===== src/rtl/pipe_ctrl_pkg.sv =====
// Shared types and defaults for the pipeline stall/flush controller.
// State encodings, default parameter values and the load-use hazard predicate.
package pipe_ctrl_pkg;

    typedef enum logic {
        PC_RUN  = 1'b0,
        PC_WAIT = 1'b1
    } pc_state_e;

    localparam int DEF_CNT_W       = 16;
    localparam int DEF_MEM_TIMEOUT = 255;
    localparam int WAIT_CNT_W      = 8;

    // A load in EXE blocks the ID instruction only if it writes a real register that ID reads.
    function automatic logic load_use_hit(
        input logic       mem_r_en,
        input logic [4:0] dest,
        input logic [4:0] src1,
        input logic [4:0] src2,
        input logic       uses_src2
    );
        return mem_r_en && (dest != 5'd0) &&
               ((dest == src1) || (uses_src2 && (dest == src2)));
    endfunction

endpackage


===== src/rtl/pipe_ctrl_sat_counter.sv =====
// Saturating event counter used for the hazard performance statistics.
// Holds at all-ones instead of wrapping; cleared only by reset.
module sat_counter #(
    parameter int W = 16
) (
    input  logic         clk,
    input  logic         rst,
    input  logic         inc,
    output logic [W-1:0] count
);

    // NOTE: state registers use non-blocking assignments so every flop samples pre-edge values.
    always_ff @(posedge clk or negedge rst) begin
        if (!rst) begin
            count <= '0;
        end else if (inc && (count != {W{1'b1}})) begin
            count <= count + W'(1);
        end
    end

endmodule


===== src/rtl/pipe_ctrl.sv =====
// Central stall/flush controller for the 5-stage pipeline: load-use bubbles,
// taken-branch flushes and data-memory wait sequencing with timeout.
module pipe_ctrl
    import pipe_ctrl_pkg::*;
#(
    parameter int MEM_TIMEOUT = DEF_MEM_TIMEOUT,
    parameter int CNT_W       = DEF_CNT_W
) (
    input  logic             clk,
    input  logic             rst,
    input  logic [4:0]       id_src1,
    input  logic [4:0]       id_src2,
    input  logic             id_uses_src2,
    input  logic [4:0]       exe_dest,
    input  logic             exe_mem_r_en,
    input  logic             exe_br_taken,
    input  logic             mem_req,
    input  logic             mem_ready,
    output logic             pc_freeze,
    output logic             if2id_freeze,
    output logic             if2id_flush,
    output logic             id2exe_freeze,
    output logic             id2exe_bubble,
    output logic             exe2mem_freeze,
    output logic             mem2wb_bubble,
    output logic             busy,
    output logic             mem_err,
    output logic [CNT_W-1:0] lu_stalls,
    output logic [CNT_W-1:0] br_flushes,
    output logic [CNT_W-1:0] mem_waits
);

    localparam logic [WAIT_CNT_W-1:0] TIMEOUT_VAL = WAIT_CNT_W'(MEM_TIMEOUT);

    pc_state_e             state;
    logic [WAIT_CNT_W-1:0] wait_cnt;
    logic                  timeout;
    logic                  mem_stall;
    logic                  load_use;
    logic                  br_flush;
    logic                  lu_bubble;

    assign timeout  = (state == PC_WAIT) && (wait_cnt == TIMEOUT_VAL);
    assign load_use = load_use_hit(exe_mem_r_en, exe_dest, id_src1, id_src2, id_uses_src2);

    // Once in WAIT the request is already latched downstream, so only readiness and timeout matter.
    assign mem_stall = (state == PC_RUN) ? (mem_req && !mem_ready)
                                         : (!mem_ready && !timeout);

    // A taken branch squashes the ID instruction, so its load-use hazard is moot.
    assign br_flush  = !mem_stall && exe_br_taken;
    assign lu_bubble = !mem_stall && !exe_br_taken && load_use;

    assign busy = (state == PC_WAIT);

    // NOTE: every output gets a default first so no path through the block can infer a latch.
    always_comb begin
        pc_freeze      = 1'b0;
        if2id_freeze   = 1'b0;
        if2id_flush    = 1'b0;
        id2exe_freeze  = 1'b0;
        id2exe_bubble  = 1'b0;
        exe2mem_freeze = 1'b0;
        mem2wb_bubble  = 1'b0;
        if (mem_stall) begin
            pc_freeze      = 1'b1;
            if2id_freeze   = 1'b1;
            id2exe_freeze  = 1'b1;
            exe2mem_freeze = 1'b1;
            mem2wb_bubble  = 1'b1;
        end else if (br_flush) begin
            if2id_flush   = 1'b1;
            id2exe_bubble = 1'b1;
        end else if (lu_bubble) begin
            pc_freeze     = 1'b1;
            if2id_freeze  = 1'b1;
            id2exe_bubble = 1'b1;
        end
    end

    always_ff @(posedge clk or negedge rst) begin
        if (!rst) begin
            state    <= PC_RUN;
            wait_cnt <= '0;
            mem_err  <= 1'b0;
        end else begin
            case (state)
                PC_RUN: begin
                    if (mem_req && !mem_ready) begin
                        state    <= PC_WAIT;
                        wait_cnt <= WAIT_CNT_W'(1);
                    end
                end
                PC_WAIT: begin
                    if (mem_ready) begin
                        state    <= PC_RUN;
                        wait_cnt <= '0;
                    end else if (timeout) begin
                        // The access is abandoned; the error stays up until reset.
                        mem_err  <= 1'b1;
                        state    <= PC_RUN;
                        wait_cnt <= '0;
                    end else begin
                        wait_cnt <= wait_cnt + WAIT_CNT_W'(1);
                    end
                end
                default: begin
                    state    <= PC_RUN;
                    wait_cnt <= '0;
                end
            endcase
        end
    end

    sat_counter #(.W(CNT_W)) u_lu_cnt (
        .clk   (clk),
        .rst   (rst),
        .inc   (lu_bubble),
        .count (lu_stalls)
    );

    sat_counter #(.W(CNT_W)) u_br_cnt (
        .clk   (clk),
        .rst   (rst),
        .inc   (br_flush),
        .count (br_flushes)
    );

    sat_counter #(.W(CNT_W)) u_mw_cnt (
        .clk   (clk),
        .rst   (rst),
        .inc   (mem_stall),
        .count (mem_waits)
    );

endmodule


===== config.mk =====
export PLATFORM = sky130hd
export DESIGN_NAME = pipe_ctrl
export DESIGN_NICKNAME = d
export VERILOG_FILES = /design/src/rtl/pipe_ctrl_pkg.sv /design/src/rtl/pipe_ctrl_sat_counter.sv /design/src/rtl/pipe_ctrl.sv
export SDC_FILE = /design/constraint.sdc
export NUM_CORES = 1
export LEC_CHECK = 0
export ABC_AREA = 1
export BUFFER_PORTS_ARGS = -buffer_cell sky130_fd_sc_hd__buf_4
export CAP_MARGIN = 20
export CELL_PAD_IN_SITES_DETAIL_PLACEMENT = 1
export CELL_PAD_IN_SITES_GLOBAL_PLACEMENT = 2
export CORE_ASPECT_RATIO = 0.9
export CORE_MARGIN = 2
export CORE_UTILIZATION = 33
export CTS_CLUSTER_DIAMETER = 150
export DETAILED_ROUTE_END_ITERATION = 6
export GPL_TIMING_DRIVEN = 1
export HOLD_SLACK_MARGIN = 0.15
export MAX_ROUTING_LAYER = met4
export PLACE_DENSITY_LB_ADDON = 0.1
export REMOVE_ABC_BUFFERS = 1
export SLEW_MARGIN = 20
export SYNTH_ARGS = -nofsm -noshare
export SYNTH_HDL_FRONTEND = slang
export SYNTH_SLANG_ARGS = --single-unit

===== constraint.sdc =====
create_clock -name clk -period 3 [get_ports clk]
set_input_delay 0.75 -clock clk [delete_from_list [all_inputs] [get_ports clk]]
set_output_delay 0.75 -clock clk [all_outputs]
set_load 0.02 [all_outputs]

==> impl_metrics.env, run 1 <==
export IMPL_top_usage_layer="met2"
export IMPL_overflow=0
export IMPL_r2r_end="u_lu_cnt.count[13]"
export IMPL_reg2regPathDepth=11
export IMPL_synth_seq_area_share=0.383
export IMPL_setup_viol=0
export IMPL_power_leakage_nw=2.38
export IMPL_cp_endpoint="if2id_freeze"
export IMPL_yosys_warnings=0
export IMPL_antenna_found_initial=0
export IMPL_ir_drop_v=0.000318
export IMPL_cts_sink_count=58
export IMPL_io_buffers=78
export IMPL_fin_tns_setup_ns=0
export IMPL_finClkSkew_ns=0.00843
export IMPL_path_clk_slew_ns=0.05
export IMPL_ys_flop_type="dfrtp_1"
export IMPL_dr_total_vias=3517
export IMPL_start_util=0.335
export IMPL_slew_headroom=0.480
export IMPL_synth_top_cell_area_share=0.383
export IMPL_design_portCount=79
export IMPL_hp_class="input pin to asynchronous set/reset pin"
export IMPL_critPathLaunchType="register"
export IMPL_drv_cap=0
export IMPL_synth_area_leaders="dfrtp_1 (38%), nand2_1 (20%), inv_1 (4.7%), xor2_1 (4.6%), xnor2_1 (4.2%)"
export IMPL_drt_iter0_markers=81
export IMPL_hold_ws_ns=0.492
export IMPL_place_hpwl_um=7620
export IMPL_synth_seq_cells=58
export IMPL_synth_enable_flop_cells=0
export IMPL_clockBufferDepth=2
export IMPL_core_area_um2=11300
export IMPL_min_period_ns=2.72
export IMPL_nets=622
export IMPL_diodes=0
export IMPL_firstDrtPassIters=4
export IMPL_insertion_delay_ns=0.33
export IMPL_grt_pass1_vias=3633
export IMPL_antenna_left=0
export IMPL_synthDistinctLibCells=35
export IMPL_met2_usage=0.294
export IMPL_critPathMaxFanout=8
export IMPL_drc=0
export IMPL_slew_violations=0
export IMPL_timing_rr_start="wait_cnt[0]"
export IMPL_setup_slack_ns=0.283
export IMPL_postSynthCellCount=516
export IMPL_hold_viol=0
export IMPL_met1_usage=0.249
export IMPL_status="complete, no violations"
export IMPL_worst_slew_pin_transition_ns=0.780
export IMPL_rows=37
export IMPL_async_reset_ff_frac=1.00
export IMPL_synth_top_area_cell="dfrtp_1"
export IMPL_power_density_nw_per_um2=533
export IMPL_arrival_ns=1.97
export IMPL_path_class="register to output port"
export IMPL_cts_resized=0
export IMPL_ys_top_cells_by_count="nand2_1 (199), dfrtp_1 (58), inv_1 (47)"
export IMPL_synth_area_um2=3790
export IMPL_dieArea_um2=12400
export IMPL_grt_pass1_wl_um=17900
export IMPL_min_period_over_period=0.906
export IMPL_clk_root_buffer_cell="clkbuf_16"
export IMPL_holdBufCountCts=0
export IMPL_synth_most_common_cell="nand2_1"
export IMPL_gp_congestion=0.759
export IMPL_dp_worst_setup_slack_ns=0.392
export IMPL_use_met3=0.0397
export IMPL_fillers=1441
export IMPL_postCtsSetupBuffers=0
export IMPL_die_x_um=117
export IMPL_cts_tree="built"
export IMPL_drive_above_1_share=0.217
export IMPL_reg2reg_slack_ns=0.81
export IMPL_numCtsBuffers=9
export IMPL_worstPathRequired_ns=2.25
export IMPL_viasPerCell=4.65
export IMPL_drt_wl_total_um=10500
export IMPL_crit_start="wait_cnt[0]"
export IMPL_rsz0062_at_grt="no"
export IMPL_endpoint_kind="output port"
export IMPL_wire_per_inst_um=13.8
export IMPL_clock_fmax_mhz=368
export IMPL_syn_avg_cell_area_um2=7.34
export IMPL_syn2layout_area_growth_pct=25.8
export IMPL_htree_num_levels=3
export IMPL_grt_max_degree=59
export IMPL_die_y_um=106
export IMPL_grt_usage=0.188
## flip-flops by register name, indices dropped and copies added, names as in the netlist
register and cells:
busy 1, mem_err 1, u_br_cnt.count 16, u_mw_cnt.count 16
u_lu_cnt.count 16, wait_cnt 8
## final cells by class
cell class,count,area [µm²],area share
timing repair buffer,80,601,0.126
inverter,50,190,0.0399
sequential,58,1450,0.305
clock inverter,3,15.0,0.00315
tap,156,195,0.0410
clock buffer,12,256,0.0538
multi-input combinational,397,2060,0.432
## per-stage QoR
step | utilization | power [W] | cell area, µm² | std cells
2_1_floorplan | - | 0.00134 | 3700 | 505
3_3_place_gp | 0.398 | 0.00159 | 4490 | 741
3_5_place_dp | 0.398 | 0.00161 | 4490 | 741
4_1_cts | 0.422 | 0.00259 | 4770 | 756
5_1_grt | 0.422 | 0.00269 | 4770 | 756
6_report | 0.422 | 0.00254 | 4770 | 756
## worst max-delay path, stage by stage, from the launching register on
cell and delay (ns):
dfrtp_1 0.41, ha_1 0.22, nand2_1 0.12, nor2_4 0.14, nand2_2 0.08, nand2_4 0.11, nand2_8 0.11, nor2_8 0.10
nand2_1 0.07, nand3_1 0.10, buf_4 0.16
## cells in the final DEF, fill, tap and decap left out, drive strengths merged
cell type,instances
nand4,25
a31o,1
o21bai,1
clkinv,3
nand3b,2
a21oi,3
ha,4
dfrtp,58
buf,80
o21ai,9
nor3,14
nand3,29
o22ai,1
and2,1
and3,1
xnor2,18
inv,50
o211ai,1
xor2,20
nor3b,1
nor2,47
clkbuf,12
nand2,219
## worst min path at each step
stage | from | endpoint | slack (ns) | cells past startpoint
floorplan | rst | busy | 0.45 | 0
global placement | mem_err | mem_err | 0.47 | 1
detailed placement | mem_err | mem_err | 0.50 | 1
CTS | mem_err | mem_err | 0.51 | 1
global route | mem_err | mem_err | 0.52 | 1
finish | rst | busy | 0.49 | 1
## cells by family (layout without fill, tap and decap cells)
logic type	Yosys count	count (layout)	share of synthesized area
DFF	58	58	0.383
buffers and inverters	61	145	0.0737
AOI/OAI and AO/OA	16	16	0.0238
adders and majority gates	4	4	0.0132
xor gates and xnor gates	38	38	0.0879
and+or+nand+nor	339	339	0.418
## metal layers
metal	part of all wire	routed length (µm)	vias to the layer above
met3	0.033	347	12
met1	0.49	5080	1662
met4	0.012	123	0
met5	0	0	-
li1	-	-	1794
met2	0.47	4910	49
## power breakdown
part	internal (W)	leakage [nW]	switching, W
sequential	0.000865	0.792	0.000131
combinational	0.000241	1.45	0.000351
clock	0.000594	0.138	0.000358
No activity file was read; power rests on OpenSTA's default activity.
==> run 2, diff against run 1 <==
Settings changed: ABC_AREA 1 to 0, CORE_UTILIZATION 33 to 35.
==> run 2 against run 1 <==
  * First-iteration DRC count fell by 58%
  * Global-route usage shrank 1.3 points
  * Area after synthesis shrank 22%
  * Hold slack lost 0.026 ns
  * Combinational power down 11%
  * Maximum frequency fell by 5.1%
  * Register-to-register slack got worse by 0.28 ns
  * Critical endpoint is now pc_freeze
  * Largest cell class is now sequential cells
  * Sequential cell count stayed put
  * Largest power group unchanged
  * Wire length down 29%
  * Critical path depth is 2 lower
  * Non-clock buffer count increased by 6
==> impl_metrics.env, run 2 <==
export IMPL_status="complete, no violations"
export IMPL_clock_fmax_mhz=349
export IMPL_synth_seq_cells=58
export IMPL_synth_area_um2=2950
export IMPL_firstDrtPassIters=5
export IMPL_synthDistinctLibCells=40
export IMPL_numCtsBuffers=9
export IMPL_io_buffers=78
export IMPL_drive_above_1_share=0.303
export IMPL_synth_top_area_cell="dfrtp_1"
export IMPL_reg2reg_slack_ns=0.53
export IMPL_arrival_ns=2.11
export IMPL_fillers=929
export IMPL_antenna_found_initial=0
export IMPL_htree_num_levels=3
export IMPL_clockBufferDepth=2
export IMPL_rsz0062_at_grt="no"
export IMPL_slew_headroom=0.457
export IMPL_wire_per_inst_um=15.8
export IMPL_grt_pass1_wl_um=12200
export IMPL_critPathMaxFanout=6
export IMPL_overflow=0
export IMPL_layout_common_cells="buf_4 (86), dfrtp_1 (58), xnor2_1 (42), nand2_1 (24)"
export IMPL_r2r_end="u_lu_cnt.count[1]"
export IMPL_place_hpwl_um=5350
export IMPL_timing_rr_start="wait_cnt[0]"
export IMPL_synth_top_cell_area_share=0.492
export IMPL_drt_wl_total_um=7400
export IMPL_cts_sink_count=58
export IMPL_muxShareOfSynthArea=0.0187
export IMPL_multiInputGateArea_um2=1420
export IMPL_grt_usage=0.176
export IMPL_hp_class="input pin to asynchronous set/reset pin"
export IMPL_synth_most_common_cell="dfrtp_1"
export IMPL_synth_compound_area_frac=0.0522
export IMPL_worstPathRequired_ns=2.25
export IMPL_drt_iter0_markers=34
export IMPL_grt_max_degree=59
export IMPL_reg2regPathDepth=7
export IMPL_viasPerCell=5.16
export IMPL_synthSimpleGateAreaFrac=0.221
export IMPL_min_period_ns=2.86
export IMPL_dr_total_vias=2419
export IMPL_drc=0
export IMPL_crit_start="wait_cnt[0]"
export IMPL_final_seq_area_um2=1450
export IMPL_synth_top_family_by_area="simple AND/OR/NAND/NOR gates"
export IMPL_start_util=0.364
export IMPL_async_reset_ff_frac=1.00
export IMPL_reg_top3="u_br_cnt.count (16), u_lu_cnt.count (16), u_mw_cnt.count (16)"
export IMPL_endpoint_kind="output port"
export IMPL_synth_enable_flop_cells=0
export IMPL_synth_xor_area_frac=0.169
export IMPL_nets=392
export IMPL_core_area_um2=8110
export IMPL_power_density_nw_per_um2=588
export IMPL_gp_congestion=0.787
export IMPL_antenna_left=0
export IMPL_yosys_warnings=0
export IMPL_rows=31
export IMPL_finClkSkew_ns=0.00875
export IMPL_design_portCount=79
export IMPL_die_x_um=101
export IMPL_path_clk_slew_ns=0.06
export IMPL_syn_avg_cell_area_um2=10.6
export IMPL_drv_cap=0
export IMPL_min_period_over_period=0.954
export IMPL_dieArea_um2=9180
export IMPL_insertion_delay_ns=0.34
export IMPL_setup_viol=0
export IMPL_fin_tns_setup_ns=0
export IMPL_power_leakage_nw=1.86
export IMPL_hold_ws_ns=0.466
export IMPL_synth_adder_area_share=0.0170
export IMPL_critPathLaunchType="register"
export IMPL_postSynthCellCount=278
export IMPL_worst_slew_pin_transition_ns=0.814
export IMPL_ys_top_cells_by_count="dfrtp_1 (58), xnor2_1 (42), nand2_1 (24)"
export IMPL_ys_flop_type="dfrtp_1"
export IMPL_grt_pass1_vias=2422
export IMPL_synth_seq_area_share=0.492
export IMPL_slew_violations=0
export IMPL_cts_tree="built"
export IMPL_synth_area_leaders="dfrtp_1 (49%), xnor2_1 (12%), xor2_1 (4.5%), nand4_1 (3.8%), nand3_1 (3.1%)"
export IMPL_diodes=0
export IMPL_syn2layout_area_growth_pct=31.4
export IMPL_path_class="register to output port"
export IMPL_final_common_cell="buf_4"
export IMPL_clk_root_buffer_cell="clkbuf_8"
export IMPL_die_y_um=91.1
export IMPL_ir_drop_v=0.000399
export IMPL_hold_viol=0
[run 2: critical path, cell delays in order, from the launching register on]
cell	delay (ns)
dfrtp_1	0.41
ha_1	0.22
and3_2	0.22
a311o_4	0.42
inv_4	0.09
nor2_1	0.08
nand2_1	0.10
nand2_1	0.08
buf_4	0.16
[run 2: worst max path at each step]
stage / end / slack [ns] / cells after the start
after floorplan: if2id_freeze / 0.15 / 5
after global placement: if2id_freeze / 0.17 / 7
after detailed placement: pc_freeze / 0.14 / 7
after CTS: pc_freeze / 0.05 / 8
after global routing: pc_freeze / 0.01 / 8
final: pc_freeze / 0.14 / 8
[run 2: final cells by class]
cell class,instances,area share
clock buffer,13,0.0436
clock inverter,2,0.00904
inverter,8,0.00839
multi-input combinational,203,0.366
sequential,58,0.374
tap,99,0.0319
timing repair buffer,86,0.167
[run 2: kinds of logic after synthesis]
group           after synthesis
compound gates               15
xor+xnor                     57
fa+ha+maj                     4
buf+inv                      17
flops                        58
mux                           5
simple gates                122
[run 2: report_power, final]
part           total [W]  switching (W)  internal, W  leakage [nW]
combinational   0.000527       0.000277     0.000250         0.983
clock           0.000748       0.000302     0.000446         0.106
sequential       0.00100       0.000130     0.000874         0.773
[run 2: repair_timing]
| action | CTS | global route |
|---|---|---|
| resized for setup | 0 | 2 |
| buffers inserted | 2 | 3 |
| endpoints found under the setup margin | 3 | 3 |
| hold buffers | 0 | 0 |
| pin swaps | 1 | 0 |
[run 2: routing by layer]
metal  wire (µm)  share of wire  up-vias  GRT usage
met2        3630           0.49       48      0.263
met4          95          0.013        0     0.0525
met1        3300           0.45     1208      0.224
met3         383          0.052       11     0.0616
met5           0              0        -          -
li1            -              -     1152          -
[run 2: stage by stage]
step | area, µm² | setup WS, ns | power [W] | util | instances
final | 3880 | 0.137 | 0.00228 | 0.478 | 469
after global routing | 3880 | 0.0121 | 0.00241 | 0.478 | 469
after floorplan | 2890 | 0.151 | 0.00127 | - | 269
after global placement | 3620 | 0.171 | 0.00151 | 0.447 | 449
after detailed placement | 3620 | 0.140 | 0.00154 | 0.447 | 449
after CTS | 3840 | 0.0524 | 0.00231 | 0.474 | 466
